===== src/rtl/pri_arbiter_if.sv =====
// pri_arbiter_if: request/grant bundle between requesters and the priority arbiter
interface pri_arbiter_if #(
  parameter int N = 8,
  parameter int W = $clog2(N)
);
  logic [N-1:0] in;
  logic         ready;
  logic         valid;
  logic [W-1:0] out;
  logic [N-1:0] grant_oh;
  modport master(output in, ready, input valid, out, grant_oh);
  modport slave(input in, ready, output valid, out, grant_oh);
endinterface


===== src/rtl/pri_arbiter.sv =====
// pri_arbiter: registered fixed or round-robin priority arbiter with ready/valid hold
module pri_arbiter #(
  parameter int N       = 8,
  parameter int W       = $clog2(N),
  parameter int RR_MODE = 0
) (
  input logic           clk,
  input logic           rst,
  pri_arbiter_if.slave  bus
);
  logic [W-1:0] ptr;
  logic [W-1:0] eff_ptr;
  logic [W-1:0] start;
  logic [W-1:0] sel;
  logic [W-1:0] idx;
  logic         load;
  int           j;
  assign load    = !bus.valid || bus.ready;
  assign eff_ptr = (bus.valid && bus.ready) ? (bus.out == '0 ? W'(N-1) : bus.out - 1'b1) : ptr;
  // Search downward from start with wrap at N; the last hit in the loop is the nearest to start.
  // Fixed priority is the same search anchored at N-1.
  always_comb begin
    start = RR_MODE != 0 ? eff_ptr : W'(N-1);
    sel   = '0;
    idx   = '0;
    j     = 0;
    for (int k = N-1; k >= 0; k--) begin
      j   = int'(start) - k;
      j   = j < 0 ? j + N : j;
      idx = W'(j);
      if (bus.in[idx]) sel = idx;
    end
  end
  // Output registers update only on load edges; the pointer tracks eff_ptr every edge in RR mode.
  always_ff @(posedge clk) begin
    if (rst) begin
      bus.valid    <= 1'b0;
      bus.out      <= '0;
      bus.grant_oh <= '0;
      ptr          <= W'(N-1);
    end else begin
      if (RR_MODE != 0) ptr <= eff_ptr;
      if (load) begin
        bus.valid    <= |bus.in;
        bus.out      <= sel;
        bus.grant_oh <= |bus.in ? N'(1) << sel : '0;
      end
    end
  end
endmodule


===== src/flat_wrapper.sv =====
// flat-port wrapper written by rule: the top's interface ports become plain ports
module pri_arbiter_flat 
#(
  parameter int N       = 8,
  parameter int W       = $clog2(N),
  parameter int RR_MODE = 0
)
  (clk, rst, bus_in, bus_ready, bus_valid, bus_out, bus_grant_oh);
  pri_arbiter_if #(.N(N), .W(W)) bus_i ();
  input logic clk;
  input logic rst;
  input wire logic [$bits(bus_i.in)-1:0] bus_in;
  input wire logic [$bits(bus_i.ready)-1:0] bus_ready;
  output wire logic [$bits(bus_i.valid)-1:0] bus_valid;
  output wire logic [$bits(bus_i.out)-1:0] bus_out;
  output wire logic [$bits(bus_i.grant_oh)-1:0] bus_grant_oh;
  assign bus_i.in = bus_in;
  assign bus_i.ready = bus_ready;
  assign bus_valid = bus_i.valid;
  assign bus_out = bus_i.out;
  assign bus_grant_oh = bus_i.grant_oh;
  pri_arbiter #(.N(N), .W(W), .RR_MODE(RR_MODE)) u_core (.clk(clk), .rst(rst), .bus(bus_i));
endmodule

===== config.mk =====
export PLATFORM = sky130hd
export DESIGN_NAME = pri_arbiter_flat
export DESIGN_NICKNAME = d
export VERILOG_FILES = /design/src/rtl/pri_arbiter_if.sv /design/src/rtl/pri_arbiter.sv /design/src/flat_wrapper.sv
export SDC_FILE = /design/constraint.sdc
export NUM_CORES = 1
export LEC_CHECK = 0
export CAP_MARGIN = 20
export CORE_AREA = 5 5 42 44
export CTS_BUF_LIST = sky130_fd_sc_hd__clkbuf_16
export DETAILED_ROUTE_END_ITERATION = 8
export DIE_AREA = 0 0 47 49
export PLACE_DENSITY = 0.75
export RECOVER_POWER = 50
export SYNTH_ARGS = -nofsm -noshare
export SYNTH_HDL_FRONTEND = slang
export SYNTH_SLANG_ARGS = --single-unit

===== constraint.sdc =====
create_clock -name clk -period 2.45 [get_ports clk]
set_clock_uncertainty 0.2 [all_clocks]
set_input_delay 0.3675 -clock clk [delete_from_list [all_inputs] [get_ports clk]]
set_output_delay 0.3675 -clock clk [all_outputs]
set_load 0.1 [all_outputs]

==> results of run 1 <==
## kinds of logic after synthesis
group                  after synthesis  share of synthesized area [%]
flip-flops                          12                           47.1
AND/OR/NAND/NOR                     31                           30.4
buffers and inverters                4                           3.92
AO/OA/AOI/OAI                       14                           18.6
## power by group through the flow
stage | Combinational (W) | Sequential [W] | Clock, W
after CTS | 0.000124 | 0.000208 | 0.000301
after global placement | 0.000123 | 0.000211 | 0
final | 0.000117 | 0.000208 | 0.000296
after detailed placement | 0.000124 | 0.000211 | 0
after global routing | 0.000123 | 0.000209 | 0.000312
after floorplan | 0.0000263 | 0.000268 | 0
## routing by layer
| metal | GRT usage (%) | vias up | part of all wire (%) |
|---|---|---|---|
| met2 | 16.3 | 17 | 46 |
| met5 | 0 | - | 0 |
| met4 | 8.29 | 0 | 2.9 |
| met3 | 4.43 | 4 | 8.5 |
| met1 | 15.3 | 240 | 42 |
| li1 | - | 266 | - |
## worst paths after layout
path | endpoint | from | depth (start not counted)
max reg2reg | u_core.bus.grant_oh[5]$_SDFFE_PP0P_ | u_core.bus.valid$_SDFFE_PP0P_ | 4
min reg2reg | u_core.bus.grant_oh[7]$_SDFFE_PP0P_ | u_core.bus.grant_oh[7]$_SDFFE_PP0P_ | 2
min | u_core.bus.grant_oh[7]$_SDFFE_PP0P_ | u_core.bus.grant_oh[7]$_SDFFE_PP0P_ | 2
max | bus_valid | u_core.bus.valid$_SDFFE_PP0P_ | 1
## per-stage QoR
stage                     cell area, um2  util (%)  hold WS, ns
after floorplan                      510         -        0.304
after global placement               719      51.3        0.241
after detailed placement             719      51.3        0.248
after CTS                            798      57.0        0.257
after global routing                 753      53.8        0.288
final                                753      53.8        0.251
## cells in the final DEF, fill, tap and decap left out, types with 2 or more instances in the layout
cell type,instances
nor2_1,11
nand2_1,9
clkdlybuf4s50_1,10
clkbuf_16,3
clkbuf_1,12
buf_4,2
nand2b_1,2
nand3b_1,3
o31ai_1,2
dfxtp_1,12
a21oi_1,5
## sequential cells by signal (all words and copies together), names as in the netlist
signal               count
u_core.bus.out           3
u_core.bus.valid         1
u_core.bus.grant_oh      8
## area by class of cell
cell class	instances	area [um2]	share of cell area (%)
Tap cell	16	20.0	2.66
Timing Repair Buffer	24	160	21.3
Multi-Input combinational cell	45	250	33.2
Inverter	1	3.75	0.498
Sequential cell	12	240	31.9
Clock inverter	1	3.75	0.498
Clock buffer	3	75.1	9.97
==> results.md, run 1 <==
* Worst-Margin Slew at 1.18 ns
* Synth top cells by count: dfxtp_1 (12), nor2_1 (11), nand2_1 (9)
* TritonRoute pass-1 iters at 6
* TritonCTS clock tree: built
* Synth top area cells: dfxtp_1 (47%), nor2_1 (8.1%), nand2_1 (6.6%)
* Synth Flop Type: dfxtp_1
* Core region area at about 1400 um2
* Final setup fails at 0
* Cell Count Post-Placement at a little under 100
* Cts repair resizes at 0
* ANT cells at 0
* Total power draw at roughly 0.00062 W
* Slew Limit Fails at 0
* Finished Layout Cells at between 100 and 150
* Clock-pin slew on the worst setup and hold paths at roughly 0.040 ns
* Yosys top cell by area: dfxtp_1
* Clock Latency Late Sink at between 0.2 and 0.25 ns
* Final Hold Viols at 0
* Family with the most delay on the worst path: buffers and inverters
* Final ANT Viol Nets at 0
* IO Count at 23
* Sw frac at between 20% and 30%
* WS Path Type: flip-flop to primary output
* Relative slew slack at between 20 and 25%
* Synth top area share at 47.1%
* Part of the power in registers at between 30% and 40%
* Synth Register Bits at 12
* Post-synth EDFFs at 0
* Final period util at 82.3%
* Setup WS post-layout at roughly 0.43 ns
* Crit-path cells: clkbuf_1
* CP Max Fanout at 3
* R2R Setup Slk at approximately 1.1 ns
* Final Wtd Congestion at approximately 0.77
* NetSw at 0.000172 W
* Via count at 527
* Worst Path Required at around 1.9 ns
* Cell row count at 14
* CP startpoint kind: flip-flop
* Critical Path End Type: primary output
* Largest net degree at the start of global routing at 15
* # nets final at 98
* Area grow syn2layout at 47.5%
* Via density at 5.17
* Pre-CTS setup slack at 0.433 ns
* Dpl hpwl at ~990 um
* Vias in the first global route at around 480
* Count leader, synth: dfxtp_1
* Fraction of layout cells with a size suffix above 1 at 10.5%
* Total of max-cap violations at 0
* Status: finished, final reports clean
* Die Wd at 47 um
* RSZ-0062 raised after global routing: false
* Initial DRC count at 12
* Gr ovfl total at 0
* Post-synthesis sequential area ratio at between 40% and 50%
* Buf/Inv on CP at 1
* Unique masters post-synth at 24
* # clock sinks at 12
* Starting density of the core at a little over a third
* H-tree lvl count at 1
* Async SR Flop Fraction at 0%
* Highest Clock Rate at between 0.4 and 0.5 GHz
* Leak at around 0.28 nW
* Max stage delay on crit path at 0.87 ns
* Routed len/inst at between 10 and 15 um
* Antenna violations before repair at 0
* Total CTS buffers at 3
* Synthesized area at between 500 and 600 um2
* DRT Wirelength at between 1000 and 1500 um
* Power density cells at 825 nW/um2
* Peak supply drop at 0.000447 V
* Die height at around 49 um
* Pint at roughly 0.00045 W
* Arrival time worst endpoint at 1.45 ns
* Root buf cell: clkbuf_16
* Setup_tns at 0 ns
* Die footprint at 2300 um2
* # port buffers at 22
* HP Class: flip-flop to flip-flop
* First-pass GRT wire length at ~2000 um
* Ys Warns at 0
* Post-synth net total at slightly above 70
* DRC viols at 0
* CTS Buffer Depth at 2
* Clock Power Share at between 40% and 50%
* Fin crit period at between 2 and 2.5 ns
* Hold buffer count at CTS at 0
* Cells after Synth at 61
* Crit-path slowest cell: clkbuf_1
* Number of setup buffers added after CTS at 0
* Filler Cell Count at between 100 and 150
* Mean area per synthesized cell at ~8.4 um2
* Combinational fraction of design power at 18.9%
* GRT Total Usage at between 10% and 20%
Power figures use the tool's default switching activity.
==> run 2: changes to the inputs <==
--- a/config.mk
+++ b/config.mk
@@ -6,11 +6,11 @@
 export NUM_CORES = 1
 export LEC_CHECK = 0
 export CAP_MARGIN = 20
-export CORE_AREA = 5 5 42 44
+export CORE_MARGIN = 5
+export CORE_UTILIZATION = 35
 export CTS_BUF_LIST = sky130_fd_sc_hd__clkbuf_16
 export DETAILED_ROUTE_END_ITERATION = 8
-export DIE_AREA = 0 0 47 49
-export PLACE_DENSITY = 0.75
+export PLACE_DENSITY = 0.72
 export RECOVER_POWER = 50
 export SYNTH_ARGS = -nofsm -noshare
 export SYNTH_HDL_FRONTEND = slang
==> constraint.sdc (replaced) <==
create_clock -name clk -period 1.8 [get_ports clk]
set_clock_uncertainty 0.2 [all_clocks]
set_input_delay 0.27 -clock clk [delete_from_list [all_inputs] [get_ports clk]]
set_output_delay 0.27 -clock clk [all_outputs]
set_load 0.1 [all_outputs]
==> run 2 against run 1 <==
Compared with the run above:
- die area rose by 0.84%
- cell count up 2.9%
- via count rose by 7.4%
- global-route usage increased by 3.5 points
- design area increased by 6.5%
- register-to-register slack lost 0.76 ns
- flip-flop and latch count did not move
- hold slack improved by 0.0014 ns
- count of clock-buffer cells in the layout is the same
- first-iteration DRC count up 92%
- critical endpoint is now u_core.bus.out[0]$_SDFFE_PP0P_
==> results.md, run 2 (synthesis gave the netlist of run 1 again) <==
* Relative slew slack at a little over three fifths
* Total of max-cap violations at 0
* CP Max Fanout at 4
* Root buf cell: clkbuf_16
* Gr ovfl total at 0
* Power density cells at 1070 nW/um2
* Arrival time worst endpoint at roughly 1.6 ns
* Critical Path End Type: flip-flop
* Total power draw at roughly 0.00085 W
* TritonRoute pass-1 iters at 4
* Antenna violations before repair at 0
* Initial DRC count at 23
* Leak at around 0.34 nW
* Final setup fails at 0
* R2R Setup Slk at ~0.32 ns
* Via count at 566
* Routed len/inst at 14.7 um
* Cell row count at 13
* Hold Crit Depth at 2
* # nets final at just over 100
* Highest Clock Rate at ~0.6 GHz
* Commonest non-fill, non-tap cell in the layout: clkbuf_2
* Pint at around 0.00062 W
* Commonest cells after routing, fill and taps aside: clkbuf_2 (12), nor2_1 (11), dfxtp_1 (11)
* Final ANT Viol Nets at 0
* Total CTS buffers at 3
* H-tree lvl count at 1
* Fraction of layout cells with a size suffix above 1 at 30.0%
* Via density at around 5.4
* Design area at about 800 um2
* Vias in the first global route at 555
* IO Count at 23
* Worst Path Required at around 1.7 ns
* Clock Power Share at between 40% and 50%
* Fin crit period at between 1.5 and 2 ns
* GRT Total Usage at approximately 16%
* Status: finished, final reports clean
* Combinational fraction of design power at 20.4%
* Number of setup buffers added after CTS at 0
* Starting density of the core at about two fifths
* DRT Wirelength at between 1500 and 2000 um
* Die Wd at roughly 48 um
* Max reg flops at 8
* Min-delay src: u_core.bus.grant_oh[6]$_SDFFE_PP0P_
* WS Path Type: input pin to flip-flop
* Worst hold endpoint: u_core.bus.grant_oh[6]$_SDFFE_PP0P_
* Reg2reg end: u_core.bus.grant_oh[2]$_SDFFE_PP0P_
* Part of the power in registers at between 30% and 40%
* Biggest register: u_core.bus.grant_oh
* Slew Limit Fails at 0
* Pre-CTS setup slack at -0.0333 ns
* Filler Cell Count at about 120
* Peak supply drop at 0.000623 V
* First-pass GRT wire length at between 2000 and 2500 um
* Largest net degree at the start of global routing at 12
* RSZ-0062 raised after global routing: false
* Cts repair resizes at 0
* CTS Buffer Depth at 2
* # port buffers at 22
* Worst Hold Slack at approximately 0.25 ns
* # clock sinks at 12
* R2R depth at 5
* Clock-pin slew on the worst setup and hold paths at around 0.040 ns
* Top Registers: u_core.bus.grant_oh (8), u_core.bus.out (3), u_core.bus.valid (1)
* Core region area at between 1000 and 1500 um2
* Final Wtd Congestion at between 0.8 and 0.9
* Area grow syn2layout at 57.1%
* HP Class: flip-flop to flip-flop
* Clock Latency Late Sink at ~0.24 ns
* Worst-Margin Slew at around 0.55 ns
* Final Hold Viols at 0
* Dpl hpwl at between 1000 and 1500 um
* Hold buffer count at CTS at 0
* NetSw at 0.000237 W
* RR Startpoint: u_core.bus.valid$_SDFFE_PP0P_
* Final period util at between 90 and 100%
* CP startpoint kind: input pin
* DRC viols at 0
* Placed inst area at 907 um2
* TritonCTS clock tree: built
* Setup WS post-layout at about 0.14 ns
* ANT cells at 0
* Sw frac at between 20% and 30%
* Die height at about 48 um
* Die footprint at between 2000 and 2500 um2
-- run 2: worst max-delay path by stage --
stage	slack (ns)	start	to
floorplan	0.25	u_core.bus.valid$_SDFFE_PP0P_	u_core.bus.grant_oh[2]$_SDFFE_PP0P_
global placement	-0.02	bus_in[4]	u_core.bus.grant_oh[2]$_SDFFE_PP0P_
detailed placement	-0.03	bus_in[4]	u_core.bus.out[0]$_SDFFE_PP0P_
CTS	0.14	bus_in[4]	u_core.bus.out[0]$_SDFFE_PP0P_
global route	0.05	bus_in[4]	u_core.bus.out[0]$_SDFFE_PP0P_
finish	0.14	bus_in[4]	u_core.bus.out[0]$_SDFFE_PP0P_
-- run 2: through the flow --
stage	TNS [ns]	utilization, %	instances
after floorplan	0	-	61
after global placement	-0.0271	68.0	102
after detailed placement	-0.0837	68.0	102
after CTS	0	73.6	105
after global routing	0	60.1	105
final	0	60.1	105
-- run 2: worst max-delay path, stage by stage --
cell	delay, ns
clkdlybuf4s50_1	0.53
inv_2	0.05
a221oi_2	0.39
nor2_2	0.09
o31a_1	0.25
-- run 2: layer usage --
layer	global-route usage [%]	wire length [um]	vias to the layer above
li1	-	-	271
met4	8.06	31	0
met5	0	0	-
met2	25.0	711	32
met3	3.32	164	6
met1	19.5	639	257
-- run 2: power groups by stage --
stage	sequential (W)	combinational [W]	clock [W]
floorplan	0.000366	0.0000357	0
global route	0.000285	0.000182	0.000411
CTS	0.000290	0.000207	0.000403
global placement	0.000294	0.000203	0
detailed placement	0.000294	0.000204	0
finish	0.000284	0.000174	0.000397
-- run 2: final cells by class --
type	instances	area [um2]	area share [%]
flip-flops and latches	12	241	30.1
well taps	15	18.8	2.34
inverters	1	3.75	0.468
repair buffers	29	213	26.5
clock buffers	3	75.1	9.36
multi-input cells	45	250	31.2
==> run 3: changes to the inputs <==
--- a/config.mk
+++ b/config.mk
@@ -10,7 +10,7 @@
 export CORE_UTILIZATION = 35
 export CTS_BUF_LIST = sky130_fd_sc_hd__clkbuf_16
 export DETAILED_ROUTE_END_ITERATION = 8
-export PLACE_DENSITY = 0.72
+export PLACE_DENSITY_LB_ADDON = 0.2
 export RECOVER_POWER = 50
 export SYNTH_ARGS = -nofsm -noshare
 export SYNTH_HDL_FRONTEND = slang
==> run 3 against run 2 <==
Compared with the run above:
- register-to-register slack better by 0.13 ns
- hold slack worse by 0.0082 ns
- core utilization stayed put
- die area stayed put
- setup slack worse by 0.016 ns
- critical path type unchanged
- combinational power is 4% lower
- flip-flop and latch count stayed put
- maximum frequency is 0.94% lower
- sequential share of layout area stayed put
- global-route usage is 0.95 points lower
- non-clock buffer count is 2 lower
- critical path depth stayed put
==> results.md, run 3 (synthesis gave the netlist of run 1 again) <==
* H-tree lvl count at 1
* Final Wtd Congestion at approximately 0.86
* Worst Path Required at 1.73 ns
* Footprint of the multi-input gates at 250 um2
* Biggest register: u_core.bus.grant_oh
* Cell row count at 13
* Top Registers: u_core.bus.grant_oh (8), u_core.bus.out (3), u_core.bus.valid (1)
* Final setup fails at 0
* Worst-Margin Slew at 0.547 ns
* Largest net degree at the start of global routing at 11
* Total of max-cap violations at 0
* Die footprint at around 2300 um2
* Cts repair resizes at 0
* Post-Route Utilization at 60.1%
* Die Wd at about 48 um
* Critical Path End Type: flip-flop
* TritonCTS clock tree: built
* IO Count at 23
* Filler Cell Count at roughly 120
* ANT cells at 0
* Final Hold Viols at 0
* # clock sinks at 12
* RSZ-0062 raised after global routing: false
* Final ANT Viol Nets at 0
* # nets final at 101
* Setup WS post-layout at about 0.12 ns
* Hold buffer count at CTS at 0
* HP Class: flip-flop to flip-flop
* DRT Wirelength at about 1400 um
* Clock Latency Late Sink at around 0.24 ns
* Starting density of the core at about two fifths
* CTS Buffer Depth at 2
* Relative slew slack at 63.7%
* DRC viols at 0
* First-pass GRT wire length at around 2300 um
* Fin crit period at about 1.7 ns
* Vias in the first global route at ~540
* Die height at 48.2 um
* Pre-CTS setup slack at -0.101 ns
* TritonRoute pass-1 iters at 4
* CP Max Fanout at 4
* Status: finished, final reports clean
* Dpl hpwl at about 1100 um
* Gr ovfl total at 0
* WS Path Type: input pin to flip-flop
* Via count at ~530
* Commonest cells after routing, fill and taps aside: nor2_1 (11), clkbuf_2 (11), dfxtp_1 (11)
* Routed len/inst at approximately 14 um
* Core region area at about 1300 um2
* Peak supply drop at approximately 0.00083 V
* Clock-pin slew on the worst setup and hold paths at around 0.040 ns
* Area grow syn2layout at 57.1%
* Sequential Area at around 240 um2
* Max reg flops at 8
* Total CTS buffers at 3
* Total power draw at around 0.00086 W
* Antenna violations before repair at 0
* Leak at 0.331 nW
* Final period util at between 90% and 100%
* Slew Limit Fails at 0
* GRT Total Usage at between 10 and 15%
* CP startpoint kind: input pin
* Number of setup buffers added after CTS at 0
* Highest Clock Rate at 0.596 GHz
* # port buffers at 22
* Arrival time worst endpoint at between 1.5 and 2 ns
* Fraction of layout cells with a size suffix above 1 at between 20% and 30%
* Initial DRC count at 16
* Via density at about 5.1
* Root buf cell: clkbuf_16
* Power density cells at around 1100 nW/um2
==> run 3: path summary, 6_finish.rpt <==
kind / depth (start not counted) / from / endpoint / slack [ns]
min: 2 / u_core.bus.grant_oh[6]$_SDFFE_PP0P_ / u_core.bus.grant_oh[6]$_SDFFE_PP0P_ / 0.24
max: 5 / bus_in[6] / u_core.bus.grant_oh[1]$_SDFFE_PP0P_ / 0.12
max reg2reg: 4 / u_core.bus.valid$_SDFFE_PP0P_ / u_core.bus.grant_oh[2]$_SDFFE_PP0P_ / 0.45
min reg2reg: 2 / u_core.bus.grant_oh[6]$_SDFFE_PP0P_ / u_core.bus.grant_oh[6]$_SDFFE_PP0P_ / 0.24
==> run 3: area by class of cell <==
class	instances	share of cell area, %
well taps	15	2.34
repair buffers	27	26.1
flip-flops and latches	12	30.1
clock buffers	3	9.36
inverters	1	0.468
multi-input cells	45	31.2
clock inverters	1	0.468
==> run 3: metal layers <==
layer | track usage, % | vias to the layer above | routed length (um)
met5 | 0 | - | 0
met4 | 4.84 | 0 | 0
met3 | 6.27 | 0 | 142
met2 | 23.2 | 18 | 696
met1 | 17.8 | 237 | 609
li1 | - | 271 | -
==> run 3: critical path, stage by stage <==
cell and delay [ns]:
clkdlybuf4s50_1 0.50, nor2_1 0.25, and4_1 0.24, o21ai_1 0.09, o31ai_1 0.25
==> run 3: stage by stage <==
step                      area [um2]  instances  TNS, ns  hold slack, ns
after CTS                        971        104        0           0.284
after global placement           892        100  -0.0272           0.276
after detailed placement         892        100   -0.189           0.278
after floorplan                  512         61        0           0.206
after global routing             802        104        0           0.256
final                            802        104        0           0.245
==> run 3: where the power goes <==
part	leakage, nW	switching, W	internal [W]	total (W)
clock	0.0385	0.000114	0.000292	0.000406
sequential	0.0986	0.00000540	0.000278	0.000283
combinational	0.194	0.000120	0.0000477	0.000167
==> RTL change (settings of run 3) <==
`RR_MODE` is set to 0 in 2 places; all go to 1.
--- a/src/rtl/pri_arbiter.sv
+++ b/src/rtl/pri_arbiter.sv
@@ -2,7 +2,7 @@
 module pri_arbiter #(
   parameter int N       = 8,
   parameter int W       = $clog2(N),
-  parameter int RR_MODE = 0
+  parameter int RR_MODE = 1
 ) (
   input logic           clk,
   input logic           rst,
--- a/src/flat_wrapper.sv
+++ b/src/flat_wrapper.sv
@@ -3,7 +3,7 @@
 #(
   parameter int N       = 8,
   parameter int W       = $clog2(N),
-  parameter int RR_MODE = 0
+  parameter int RR_MODE = 1
 )
   (clk, rst, bus_in, bus_ready, bus_valid, bus_out, bus_grant_oh);
   pri_arbiter_if #(.N(N), .W(W)) bus_i ();
Function: changed (Yosys sat finds a counterexample within 4 cycles, from zero or initial values and one cycle with rst high).
==> RTL change against run 3 <==
  * Final area rose to 3.8 times the old value
  * Largest power group is now combinational logic
  * Routed wire length rose to 4.7 times the old value
  * Non-clock buffer count rose by 78
  * Area after synthesis rose to 3.6 times the old value
  * Sequential cell count rose by 3
  * Sequential power rose by 68%
  * Largest cell class unchanged
  * Sequential share of layout area fell by 20 points
  * Highest routed layer is now met4
  * Worst setup slack got worse by 1.7 ns
  * Power rose to 5.4 times the old value
  * The run now ends with setup timing left
==> RTL change: results <==
set metrics [dict create \
    status "complete, but fails checks" \
    violations "setup timing" \
    worstMarginPinSlew_ns 0.571 \
    grt_start_max_net_pins 21 \
    fin_ws_ns -1.58 \
    synth-xor-area-share_pct 1.45 \
    multiInputGateArea_mm2 0.00169 \
    reg_top3 "u_core.bus.grant_oh: 8 flops, u_core.bus.out: 3 flops, u_core.ptr: 3 flops" \
    cts_setup_buffers 8 \
    setup_viol 11 \
    netlist_instances 240 \
    post_cts_resized 28 \
    synthAdderAreaFrac_pct 2.75 \
    cp.required_ns 1.75 \
    crit_family "compound AO/OA/AOI/OAI gates" \
    synthMuxAreaShare_pct 9.43 \
    synth.area.top_cells "dfxtp_1 17%, mux2i_1 5.5%, nand2_1 4.7%, a21oi_1 4.1%, nor2_1 3.9%" \
    drtIter0Drc 202 \
    wl_per_cell_um 17.1 \
    globalRouteTotalUtil_pct 21.2 \
    place_hpwl_um 5140 \
    detail_route.vias_per_cell 5.83 \
    place_area_mm2 0.00282 \
    drive_gt1_share_pct 50.9 \
    grt_pass1_wl_um 11200 \
    place_inst 387 \
    synth_nets 255 \
    tns_ns -16.72 \
    synth_cell_types 68 \
    vdd_drop_max_mv 0.661 \
    cp_max_fo 6 \
    p_leak_nw 1.28 \
    wirelength_um 6880 \
    fill_cells 450 \
    dpl_worst_slack_ns -2.02 \
    synth_compound_area_share_pct 36.9 \
    gp_congestion 0.904 \
    nets 348 \
    cp_slowest_cell "a211oi_2" \
    seq_area_frac_synth_pct 16.5 \
    grt_pass1_vias 2281 \
    yosys-top-cells-count "23 x nand2_1, 19 x nor2_1, 15 x a21oi_1, 15 x dfxtp_1, 11 x o21ai_0" \
    critical-path-max-stage-delay_ns 0.37 \
    cts_buffers 3 \
    cts_root_buf "clkbuf_16" \
]
[RTL change: cell types whose count changed after synthesis, moves of 5 or more]
cell	change
a211oi_1	+5
a21oi_1	+10
and3_1	+6
clkbuf_1	+9
inv_1	+5
mux2i_1	+10
nand2_1	+14
nand3_1	+10
nor2_1	+8
o21ai_0	+10
o31ai_1	+5
[RTL change: worst paths after layout]
path	slack [ns]	startpoint	cells past startpoint	to
setup / recovery	-1.58	u_core.bus.out[1]$_SDFFE_PP0P_	15	u_core.bus.grant_oh[3]$_SDFFE_PP0P_
hold / removal	0.26	u_core.bus.grant_oh[2]$_SDFFE_PP0P_	2	u_core.bus.grant_oh[2]$_SDFFE_PP0P_
setup reg to reg	-1.58	u_core.bus.out[1]$_SDFFE_PP0P_	15	u_core.bus.grant_oh[3]$_SDFFE_PP0P_
hold reg to reg	0.26	u_core.bus.grant_oh[2]$_SDFFE_PP0P_	2	u_core.bus.grant_oh[2]$_SDFFE_PP0P_
[RTL change: per-layer routing]
| layer | track usage [%] | wire [um] |
|---|---|---|
| met1 | 27.1 | 3050 |
| met2 | 35.4 | 3250 |
| met3 | 3.73 | 405 |
| met4 | 7.97 | 171 |
| met5 | 0 | 0 |
[RTL change: power breakdown]
group	internal [mW]	switching, mW
clock network	0.296	0.125
logic	1.61	2.12
registers	0.427	0.0484
total	2.33	2.29
[RTL change: final cells by class]
type,count,area share (%)
Multi-Input combinational cell,201,55.0
Sequential cell,15,10.2
Timing Repair Buffer,105,28.4
Clock buffer,3,2.44
Tap cell,70,2.85
Inverter,7,1.02
Clock inverter,1,0.163
[RTL change: worst min-delay path: stages, from the launching register on]
cell and delay [ns]:
dfxtp_1 0.32, nand2_1 0.06, o41ai_2 0.04
